[config.mk]
export PLATFORM = sky130hd
export DESIGN_NAME = stepper_driver_ms_flat
export DESIGN_NICKNAME = d
export VERILOG_FILES = /design/src/rtl/stepper_pkg.sv /design/src/rtl/stepper_driver_ms_if.sv /design/src/rtl/vref_pwm.sv /design/src/rtl/stepper_driver_ms.sv /design/src/flat_wrapper.sv
export SDC_FILE = /design/constraint.sdc
export NUM_CORES = 1
export LEC_CHECK = 0
export ABC_CLOCK_PERIOD_IN_PS = 3500
export CORE_MARGIN = 10
export CORE_UTILIZATION = 30
export CTS_BUF_LIST = sky130_fd_sc_hd__clkbuf_16
export DETAILED_ROUTE_END_ITERATION = 16
export PLACE_DENSITY = 0.49
export SLEW_MARGIN = 20
export SYNTH_ARGS = -nofsm -noshare
export SYNTH_HDL_FRONTEND = slang
export SYNTH_HIERARCHICAL = 1
export SYNTH_SLANG_ARGS = --single-unit
[constraint.sdc]
create_clock -name clk -period 3.5 [get_ports clk]
set_input_delay 0.525 -clock clk [delete_from_list [all_inputs] [get_ports clk]]
set_output_delay 0.525 -clock clk [all_outputs]
set_load 0.02 [all_outputs]
[src/rtl/stepper_pkg.sv]
// Shared types for the bipolar stepper driver: step modes, coil drive states
// and the eight-entry (A,B) phase table walked by the sequencer.
package stepper_pkg;

    typedef enum logic [1:0] {
        WAVE     = 2'd0,
        FULL     = 2'd1,
        HALF     = 2'd2,
        HALF_ALT = 2'd3
    } step_mode_t;

    typedef enum logic [1:0] {
        COIL_OFF = 2'd0,
        COIL_POS = 2'd1,
        COIL_NEG = 2'd2
    } coil_t;

    typedef struct packed {
        coil_t a;
        coil_t b;
    } phase_t;

    // Even entries energise one coil, odd entries energise both.
    localparam phase_t PHASE_TABLE [8] = '{
        '{COIL_POS, COIL_OFF},
        '{COIL_POS, COIL_POS},
        '{COIL_OFF, COIL_POS},
        '{COIL_NEG, COIL_POS},
        '{COIL_NEG, COIL_OFF},
        '{COIL_NEG, COIL_NEG},
        '{COIL_OFF, COIL_NEG},
        '{COIL_POS, COIL_NEG}
    };

    // Returns {IN1, IN2}; coast leaves both bridge legs low.
    function automatic logic [1:0] coil_to_in(input coil_t c);
        case (c)
            COIL_POS: return 2'b10;
            COIL_NEG: return 2'b01;
            default:  return 2'b00;
        endcase
    endfunction

endpackage

[src/rtl/stepper_driver_ms_if.sv]
// Control and bridge-side signal bundle between the motion controller and
// the stepper driver.
interface stepper_driver_ms_if #(
    parameter int PWM_BITS = 4,
    parameter int POS_BITS = 16
);
    logic                module_enable;
    logic                step_pulse;
    logic                direction;
    logic [1:0]          step_mode;
    logic [PWM_BITS-1:0] vref_run;
    logic [PWM_BITS-1:0] vref_hold;
    logic                pos_clr;

    logic                INA1;
    logic                INA2;
    logic                INB1;
    logic                INB2;
    logic                STANBY;
    logic                VREF_PWM;
    logic [2:0]          phase_idx;
    logic [POS_BITS-1:0] position;
    logic                step_ack;
    logic                idle;

    modport master (
        output module_enable, step_pulse, direction, step_mode,
               vref_run, vref_hold, pos_clr,
        input  INA1, INA2, INB1, INB2, STANBY, VREF_PWM,
               phase_idx, position, step_ack, idle
    );

    modport slave (
        input  module_enable, step_pulse, direction, step_mode,
               vref_run, vref_hold, pos_clr,
        output INA1, INA2, INB1, INB2, STANBY, VREF_PWM,
               phase_idx, position, step_ack, idle
    );

endinterface

[src/rtl/vref_pwm.sv]
// Free-running current-limit PWM: output is high while the counter is below
// the requested level, so level 0 is off and full scale is (2^N-1)/2^N.
module vref_pwm #(
    parameter int PWM_BITS = 4
) (
    input  logic                clk,
    input  logic                rst,
    input  logic                en,
    input  logic [PWM_BITS-1:0] level,
    output logic                pwm_out
);

    logic [PWM_BITS-1:0] cnt_reg;
    logic [PWM_BITS-1:0] cnt_next;
    logic                pwm_reg;
    logic                pwm_next;

    always_comb begin
        cnt_next = cnt_reg + PWM_BITS'(1);
        pwm_next = en && (cnt_reg < level);
    end

    // Level is compared every cycle, so a new level applies without
    // restarting the period.
    always_ff @(posedge clk) begin
        if (rst) begin
            cnt_reg <= '0;
            pwm_reg <= 1'b0;
        end else begin
            cnt_reg <= cnt_next;
            pwm_reg <= pwm_next;
        end
    end

    assign pwm_out = pwm_reg;

endmodule

[src/rtl/stepper_driver_ms.sv]
// Two-phase bipolar stepper sequencer: synchronises step pulses, walks the
// shared phase table in wave/full/half mode and drives the dual H-bridge.
module stepper_driver_ms
    import stepper_pkg::*;
#(
    parameter int PWM_BITS    = 4,
    parameter int IDLE_CYCLES = 2700000,
    parameter int POS_BITS    = 16
) (
    input  logic           clk,
    input  logic           rst,
    stepper_driver_ms_if.slave bus
);

    localparam int IDLE_W = $clog2(IDLE_CYCLES + 1);
    localparam logic [IDLE_W-1:0] IDLE_MAX = IDLE_W'(IDLE_CYCLES);

    logic [2:0]          sync_reg;
    logic                step_edge;
    logic                step_accept;
    step_mode_t          mode;
    logic [2:0]          idx_inc;
    logic [2:0]          idx_reg;
    logic [2:0]          idx_next;
    logic [POS_BITS-1:0] pos_reg;
    logic [POS_BITS-1:0] pos_next;
    logic [IDLE_W-1:0]   idle_cnt_reg;
    logic [IDLE_W-1:0]   idle_cnt_next;
    logic                idle_flag;
    phase_t              phase;
    logic [1:0]          coil_in [2];
    logic [3:0]          coil_reg;
    logic [3:0]          coil_next;
    logic                stanby_reg;
    logic                ack_reg;
    logic [PWM_BITS-1:0] pwm_level;
    logic                vref_pwm_out;

    // sync_reg[1:0] is the two-flop synchroniser, sync_reg[2] the edge history.
    assign step_edge   = sync_reg[1] & ~sync_reg[2];
    assign step_accept = step_edge & bus.module_enable;
    assign idle_flag   = (idle_cnt_reg == IDLE_MAX);

    // Wave wants even indices and full wants odd ones; a parity mismatch
    // (e.g. after a mode change) is corrected by a single half step.
    always_comb begin
        mode = step_mode_t'(bus.step_mode);
        case (mode)
            WAVE:    idx_inc = idx_reg[0] ? 3'd1 : 3'd2;
            FULL:    idx_inc = idx_reg[0] ? 3'd2 : 3'd1;
            default: idx_inc = 3'd1;
        endcase
    end

    always_comb begin
        idx_next      = idx_reg;
        pos_next      = pos_reg;
        idle_cnt_next = idle_cnt_reg;
        if (step_accept) begin
            idx_next      = bus.direction ? idx_reg + idx_inc : idx_reg - idx_inc;
            pos_next      = bus.direction ? pos_reg + POS_BITS'(1)
                                          : pos_reg - POS_BITS'(1);
            idle_cnt_next = '0;
        end else if (bus.module_enable && (idle_cnt_reg != IDLE_MAX)) begin
            idle_cnt_next = idle_cnt_reg + IDLE_W'(1);
        end
        if (bus.pos_clr) begin
            pos_next = '0;
        end
    end

    // Coil outputs are decoded from the next index so they land together
    // with the index update and step_ack.
    assign phase = PHASE_TABLE[idx_next];

    generate
        for (genvar gi = 0; gi < 2; gi++) begin : g_coil
            assign coil_in[gi] = coil_to_in((gi == 0) ? phase.a : phase.b);
        end
    endgenerate

    always_comb begin
        coil_next = 4'b0000;
        if (bus.module_enable) begin
            coil_next = {coil_in[0], coil_in[1]};
        end
    end

    always_ff @(posedge clk) begin
        if (rst) begin
            sync_reg     <= '0;
            idx_reg      <= '0;
            pos_reg      <= '0;
            idle_cnt_reg <= '0;
            coil_reg     <= '0;
            stanby_reg   <= 1'b0;
            ack_reg      <= 1'b0;
        end else begin
            sync_reg     <= {sync_reg[1:0], bus.step_pulse};
            idx_reg      <= idx_next;
            pos_reg      <= pos_next;
            idle_cnt_reg <= idle_cnt_next;
            coil_reg     <= coil_next;
            stanby_reg   <= bus.module_enable;
            ack_reg      <= step_accept;
        end
    end

    assign pwm_level = idle_flag ? bus.vref_hold : bus.vref_run;

    vref_pwm #(
        .PWM_BITS (PWM_BITS)
    ) u_vref_pwm (
        .clk     (clk),
        .rst     (rst),
        .en      (bus.module_enable),
        .level   (pwm_level),
        .pwm_out (vref_pwm_out)
    );

    assign bus.INA1      = coil_reg[3];
    assign bus.INA2      = coil_reg[2];
    assign bus.INB1      = coil_reg[1];
    assign bus.INB2      = coil_reg[0];
    assign bus.STANBY    = stanby_reg;
    assign bus.VREF_PWM  = vref_pwm_out;
    assign bus.phase_idx = idx_reg;
    assign bus.position  = pos_reg;
    assign bus.step_ack  = ack_reg;
    assign bus.idle      = idle_flag;

endmodule

[src/flat_wrapper.sv]
// flat-port wrapper written by rule: the top's interface ports become plain ports
module stepper_driver_ms_flat import stepper_pkg::*;
#(
    parameter int PWM_BITS    = 4,
    parameter int IDLE_CYCLES = 2700000,
    parameter int POS_BITS    = 16
)
  (clk, rst, bus_module_enable, bus_step_pulse, bus_direction, bus_step_mode, bus_vref_run, bus_vref_hold, bus_pos_clr, bus_INA1, bus_INA2, bus_INB1, bus_INB2, bus_STANBY, bus_VREF_PWM, bus_phase_idx, bus_position, bus_step_ack, bus_idle);
  stepper_driver_ms_if #(.PWM_BITS(PWM_BITS), .POS_BITS(POS_BITS)) bus_i ();
  input  logic clk;
  input  logic rst;
  input wire logic [$bits(bus_i.module_enable)-1:0] bus_module_enable;
  input wire logic [$bits(bus_i.step_pulse)-1:0] bus_step_pulse;
  input wire logic [$bits(bus_i.direction)-1:0] bus_direction;
  input wire logic [$bits(bus_i.step_mode)-1:0] bus_step_mode;
  input wire logic [$bits(bus_i.vref_run)-1:0] bus_vref_run;
  input wire logic [$bits(bus_i.vref_hold)-1:0] bus_vref_hold;
  input wire logic [$bits(bus_i.pos_clr)-1:0] bus_pos_clr;
  output wire logic [$bits(bus_i.INA1)-1:0] bus_INA1;
  output wire logic [$bits(bus_i.INA2)-1:0] bus_INA2;
  output wire logic [$bits(bus_i.INB1)-1:0] bus_INB1;
  output wire logic [$bits(bus_i.INB2)-1:0] bus_INB2;
  output wire logic [$bits(bus_i.STANBY)-1:0] bus_STANBY;
  output wire logic [$bits(bus_i.VREF_PWM)-1:0] bus_VREF_PWM;
  output wire logic [$bits(bus_i.phase_idx)-1:0] bus_phase_idx;
  output wire logic [$bits(bus_i.position)-1:0] bus_position;
  output wire logic [$bits(bus_i.step_ack)-1:0] bus_step_ack;
  output wire logic [$bits(bus_i.idle)-1:0] bus_idle;
  assign bus_i.module_enable = bus_module_enable;
  assign bus_i.step_pulse = bus_step_pulse;
  assign bus_i.direction = bus_direction;
  assign bus_i.step_mode = bus_step_mode;
  assign bus_i.vref_run = bus_vref_run;
  assign bus_i.vref_hold = bus_vref_hold;
  assign bus_i.pos_clr = bus_pos_clr;
  assign bus_INA1 = bus_i.INA1;
  assign bus_INA2 = bus_i.INA2;
  assign bus_INB1 = bus_i.INB1;
  assign bus_INB2 = bus_i.INB2;
  assign bus_STANBY = bus_i.STANBY;
  assign bus_VREF_PWM = bus_i.VREF_PWM;
  assign bus_phase_idx = bus_i.phase_idx;
  assign bus_position = bus_i.position;
  assign bus_step_ack = bus_i.step_ack;
  assign bus_idle = bus_i.idle;
  stepper_driver_ms #(.PWM_BITS(PWM_BITS), .IDLE_CYCLES(IDLE_CYCLES), .POS_BITS(POS_BITS)) u_core (.clk(clk), .rst(rst), .bus(bus_i));
endmodule
## Word-level counts from Yosys, hierarchy flattened

Memories as Yosys holds them, arrays and structs flattened.
Cells that the tools add are included.

| cells by class | value |
|---|---|
| reductions and logical operators | 6 |
| equality and inequality tests | 7 |
| $lt $le $gt $ge | 2 |
| $add $sub $neg | 6 |
| muxes and demuxes | 11 |
| bitwise gates (word level) | 5 |

Operators with widths:

| operator | count |
|---|---|
| adder 22 x 1 -> 22 bit, second input constant | 1 |
| equality test 22 bit, second input constant | 1 |
| inequality test 22 bit, second input constant | 1 |
| adder 16 x 1 -> 16 bit, second input constant | 1 |
| 2-to-1 mux 16 bit | 1 |
| subtractor 16 x 1 -> 16 bit, second input constant | 1 |
| 2-to-1 mux 4 bit | 3 |
| one-hot mux 2 bit (2 select lines) | 2 |
| equality test 2 x 1 -> 1 bit, second input constant | 3 |
| 2-to-1 mux 3 bit | 2 |
| one-hot mux 3 bit (2 select lines) | 1 |
| OR reduction 2 bit | 3 |
| adder 4 x 1 -> 4 bit, second input constant | 1 |
| equality test 2 bit, second input constant | 2 |
| >= comparator 4 bit, second input constant | 1 |
| < comparator 4 bit | 1 |
| 2-to-1 mux 2 bit | 2 |
| inverter 3 -> 4 bit | 1 |
| adder 3 bit | 1 |
| subtractor 3 bit | 1 |
| AND 1 bit | 2 |
| logical AND 1 bit | 2 |
| zero test 2 bit | 1 |
| inverter 1 bit | 2 |

| storage, ports and cells | value |
|---|---|
| output and inout bits | 27 |
| logic and storage cells | 47 |
| bits in registers | 55 |
| ROM bits | 32 |
| memories | 1 |

Memory list:

| name | words | width | read ports | clocked after Yosys merged registers in | wr ports | RTL line | RTL |
|---|---|---|---|---|---|---|---|
| (no name shown) | 8 | 4 | 1 | 0 | 0 | stepper_driver_ms.sv:74 | `assign phase = PHASE_TABLE[idx_next];` |

## Logic depth before layout (Yosys ltp)

| depth | value |
|---|---|
| word-level depth | 11 |
| depth in mapped cells | 12 |
| depth with buffers taken out | 12 |

## Modules after synthesis

The synthesis kept the hierarchy.

Modules (own cells, without submodules):

| module | area each (µm²) | cells each | sequential area each (µm²) | instances |
|---|---|---|---|---|
| stepper_driver_ms | 2837.7 | 333 | 1001.0 | 1 |
| vref_pwm | 234.0 | 24 | 100.1 | 1 |

## Worst setup path before layout

Ideal clock, no wire load.

| timing | value |
|---|---|
| path kind | input-to-reg |
| from | input bus_step_mode[0] |
| to | register u_core.coil_reg[2] |
| setup time | 0.118 ns |
| buffers on the path | 0 |
| stages | 11 |
| slack | 0.558 ns |
| arrival | 2.824 ns |
| path through | xor2_1 nor2_1 inv_1 ha_1 mux2_2 fa_1 or3_1 a21oi_1 xnor2_1 mux2i_1 nor2_1 |

| between the ends | value |
|---|---|
| word-level cells in the longest chain between the ends | 11 |
| elaborated cells on any way between the ends | 14 |

RTL lines:

| item | RTL line | RTL |
|---|---|---|
| from (decl) | flat_wrapper.sv:15 | `input wire logic [$bits(bus_i.step_mode)-1:0] bus_step_mode;` |
| equality test 2 x 1 -> 1 bit or zero test 2 bit (tied branches) | stepper_driver_ms.sv:48 | `case (mode)` |
| one-hot mux 3 bit (2 select lines) * | stepper_driver_ms.sv:48 |  |
| subtractor 3 bit or adder 3 bit (tied branches) | stepper_driver_ms.sv:60 | `idx_next = bus.direction ? idx_reg + idx_inc : idx_reg - idx_inc;` |
| 2-to-1 mux 3 bit * | stepper_driver_ms.sv:60 |  |
| 2-to-1 mux 3 bit * | stepper_driver_ms.sv:59 | `if (step_accept) begin` |
| inverter 3 -> 4 bit (not written as such) * | stepper_driver_ms.sv:74 |  |
| memory (8 x 4 bit) * | n/a |  |
| 2-to-1 mux 4 bit (not written as such) * (2 in series) | stepper_driver_ms.sv:74 |  |
| equality test 2 bit or equality test 2 x 1 -> 1 bit (tied branches) | stepper_pkg.sv:37 | `case (c)` |
| one-hot mux 2 bit (2 select lines) * | stepper_pkg.sv:37 |  |
| to (signal assigned) | stepper_driver_ms.sv:103 | `coil_reg <= coil_next;` |
| to (decl) | stepper_driver_ms.sv:32 | `logic [3:0] coil_reg;` |

Mark *: on every way between the ends. The rest lies on a longest branch, timed or not. The select of a mux whose other input is x is not followed.
A chain may end at the register's enable or synchronous reset.

## Worst setup path in the final report

Ends and elaborated chain as after synthesis.

==> impl_metrics.sql <==
INSERT INTO impl_metrics (metric_group, metric, value, unit) VALUES
('setup_path', 'setup.worst_path.start_class', 'input port', ''),
('clock_network', 'post_cts.repair.setup_buffers', '0', ''),
('drt', 'drt_wl_total', '7230', 'µm'),
('setup_path', 'cp_data_arrival_time', '3400', 'ps'),
('power_and_ir_drop', 'total_power', '1.30', 'mW'),
('drt', 'drt_drc_violations_left', '0', ''),
('synth', 'synth-edff-count', '0', ''),
('global_routing', 'wire_length_of_the_first_global_routing_pass', '12300', 'µm'),
('floorplanning', 'initial_utilization', '31.1', '%'),
('drt', 'drt_iter0_markers', '196', ''),
('drt', 'post_drt_wl_per_cell', '13.5', 'µm'),
('floorplanning', 'die_width', '121', 'µm'),
('drt', 'detailedRoute.firstPassIterationCount', '4', ''),
('place', 'buffers_on_ports', '42', ''),
('synth', 'syn-cell-area', '0.00307', 'mm²'),
('setup_path', 'critical_path.max_fanout', '4', ''),
('setup_path', 'critical_path.endpoint_type', 'flip-flop', ''),
('place', 'dp_hpwl', '5350', 'µm'),
('floorplanning', 'row_count', '36', ''),
('sta', 'layout_worst_path_cycle_share', '92.0', '%'),
('drt', 'ant_nets_after_route', '0', ''),
('drt', 'avgViaCountPerCell', '4.83', ''),
('sta', 'finalCriticalPeriod', '3220', 'ps'),
('power_and_ir_drop', 'irDropWorstVdd', '0.228', 'mV'),
('synth', 'yosys.cell_types.count', '50', ''),
('power_and_ir_drop', 'leakagePower', '1.45', 'nW'),
('floorplanning', 'fp.dieArea', '0.0147', 'mm²'),
('sta', 'setup-violations-final', '0', ''),
('clock_network', 'ctsHoldBuffers', '0', ''),
('global_routing', 'grt_start_max_net_pins', '23', ''),
('clock_network', 'tritoncts', 'built', ''),
('final_layout', 'final_core_util', '38.5', '%'),
('clock_network', 'path_clk_slew', '70', 'ps'),
('final_layout', 'syn2layout_area_growth', '23.6', '%'),
('clock_network', 'htree_num_levels', '2', ''),
('clock_network', 'clock_sinks', '55', ''),
('global_routing', 'global_route.overflow_total', '0', ''),
('sta', 'finClkSkew', '3.57', 'ps'),
('final_layout', 'nNetsFinal', '439', ''),
('floorplanning', 'die_height', '121', 'µm'),
('clock_network', 'clock_tree.root_cell', 'sky130_fd_sc_hd__clkbuf_16', ''),
('sta', 'fin_ws', '281', 'ps'),
('clock_network', 'clkLatencyLatePin', '290', 'ps'),
('sta', 'worst-slew-pin-transition', '873', 'ps'),
('synth', 'yosys_register_bits', '55', ''),
('synth', 'synth_sequential_area_ratio', '35.8', '%'),
('setup_path', 'crit_required', '3690', 'ps'),
('clock_network', 'cts-resized-gates', '0', ''),
('run_status', 'run_status', 'finished clean', ''),
('synth', 'ys.warnings.count', '6', ''),
('sta', 'fmax', '311', 'MHz'),
('run', 'max_cap_viol_count', '0', ''),
('synth', 'syn_inst', '357', ''),
('synth', 'synth_area_per_cell', '8.60', 'µm²'),
('final_layout', 'antenna-diode-count', '0', ''),
('global_routing', 'grt_antenna_before_repair', '0', ''),
('final_layout', 'post_route_cells_drive_above_1_share', '7.23', '%'),
('place', 'post_placement_worst_setup_slack', '-22.0', 'ps'),
('final_layout', 'layout.cells.most_common', 'sky130_fd_sc_hd__dfxtp_1', ''),
('setup_path', 'timing.reg2reg.setup_slack', '630', 'ps'),
('sta', 'slew_viol_final', '0', ''),
('clock_network', 'max-clock-path-buffers', '2', ''),
('place', 'routabilityCongestion', '0.823', ''),
('synth', 'synth-main-ff-cell', 'sky130_fd_sc_hd__dfxtp_1', ''),
('power_and_ir_drop', 'power_density', '342', 'mW/mm²'),
('clock_network', 'cts_made_buffers', '5', ''),
('worst_hold_path', 'hp-class', 'reg -> reg', ''),
('global_routing', 'track_usage', '10.1', '%'),
('drt', 'via_count', '2581', ''),
('final_layout', 'largest_reg_flops', '22', ''),
('sta', 'grt_setup_unrepaired', 'false', ''),
('final_layout', 'most-common-layout-cells', 'sky130_fd_sc_hd__dfxtp_1 (55), sky130_fd_sc_hd__nor2_1 (43), sky130_fd_sc_hd__clkdlybuf4s50_1 (42)', ''),
('global_routing', 'via_count_of_the_first_global_routing_pass', '2583', ''),
('synth', 'syn-num-nets', '396', ''),
('sta', 'slew_headroom', '41.8', '%'),
('setup_path', 'path_class', 'in -> reg', ''),
('floorplanning', 'design.core.area', '0.00986', 'mm²'),
('synth', 'post_synth_arst_share', '0', '%'),
('sta', 'timing_hold_violations_final', '0', ''),
('floorplanning', 'pin_count', '43', '');
## cells in the mapped netlist (7+ instances only)
library cell                n  share of area, %
sky130_fd_sc_hd__nand4_1   12               2.4
sky130_fd_sc_hd__clkbuf_1   8              0.98
sky130_fd_sc_hd__a211oi_1   7               1.7
sky130_fd_sc_hd__nor2_1    43               5.3
sky130_fd_sc_hd__inv_1     14               1.7
sky130_fd_sc_hd__ha_1      21               8.6
sky130_fd_sc_hd__a21oi_1   31               5.1
sky130_fd_sc_hd__xor2_1    16               4.6
sky130_fd_sc_hd__xnor2_1   17               4.8
sky130_fd_sc_hd__nand2_1   32               3.9
sky130_fd_sc_hd__dfxtp_1   55                36
sky130_fd_sc_hd__o21ai_0   13               2.1
sky130_fd_sc_hd__nand3_1   12               2.0
## metrics by stage
step                      setup TNS [ps]  area, µm²  hold WS, ps  std cells
final                                  0       3800          436        534
after global routing                   0       3800          452        534
after CTS                              0       3800          436        534
after detailed placement           -24.6       3650          423        526
after global placement                 0       3650          414        526
after floorplan                        0       3070          402        357
## cell type report
cell class | count | area, µm²
Fill cell | 1009 | 6070
Clock inverter | 3 | 22.5
Sequential cell | 55 | 1100
Inverter | 14 | 52.6
Multi-Input combinational cell | 276 | 1860
Tap cell | 133 | 166
Timing Repair Buffer | 48 | 465
Clock buffer | 5 | 125
## final timing paths
path                                         startpoint                  end  cells after the start
worst max-delay path                   bus_step_mode[0]   u_core/coil_reg[2]                     12
worst max register to register  u_core/bus.phase_idx[0]   u_core/coil_reg[2]                     11
worst min-delay path                 u_core/sync_reg[2]  u_core/bus.step_ack                      1
worst min register to register       u_core/sync_reg[2]  u_core/bus.step_ack                      1
## routing by layer
metal	global-route usage (%)	vias to the layer above	wire, µm
met3	2.79	5	390
met2	15.3	50	3190
met5	0	-	0
li1	-	1344	-
met4	2.91	0	76
met1	13.5	1182	3570
## power breakdown
group          switching, mW  total [mW]  internal (mW)
Combinational         0.0770       0.143         0.0659
Clock                  0.239       0.507          0.268
Sequential           0.00943       0.647          0.637
## worst max-delay path, stage by stage
cell and delay (ps):
sky130_fd_sc_hd__clkdlybuf4s50_1 450, sky130_fd_sc_hd__xor2_1 170, sky130_fd_sc_hd__nor2_1 170, sky130_fd_sc_hd__inv_1 70, sky130_fd_sc_hd__ha_1 280, sky130_fd_sc_hd__mux2_2 280
sky130_fd_sc_hd__fa_1 400, sky130_fd_sc_hd__or3_1 370, sky130_fd_sc_hd__a21oi_1 170, sky130_fd_sc_hd__xnor2_1 240, sky130_fd_sc_hd__mux2i_1 230, sky130_fd_sc_hd__nor2_1 50
## kinds of logic (layout without fill, tap and decap cells)
group           count (synthesis)  after routing  share of synthesized area (%)
compound gates                 70             70                           13.8
mux                            10             10                           3.46
flops                          55             55                           35.8
fa+ha+maj                      23             23                           9.86
xor+xnor                       33             33                           9.41
simple gates                  140            140                           24.1
buf+inv                        26             70                           3.50
No activity file was read; power rests on OpenSTA's default activity.
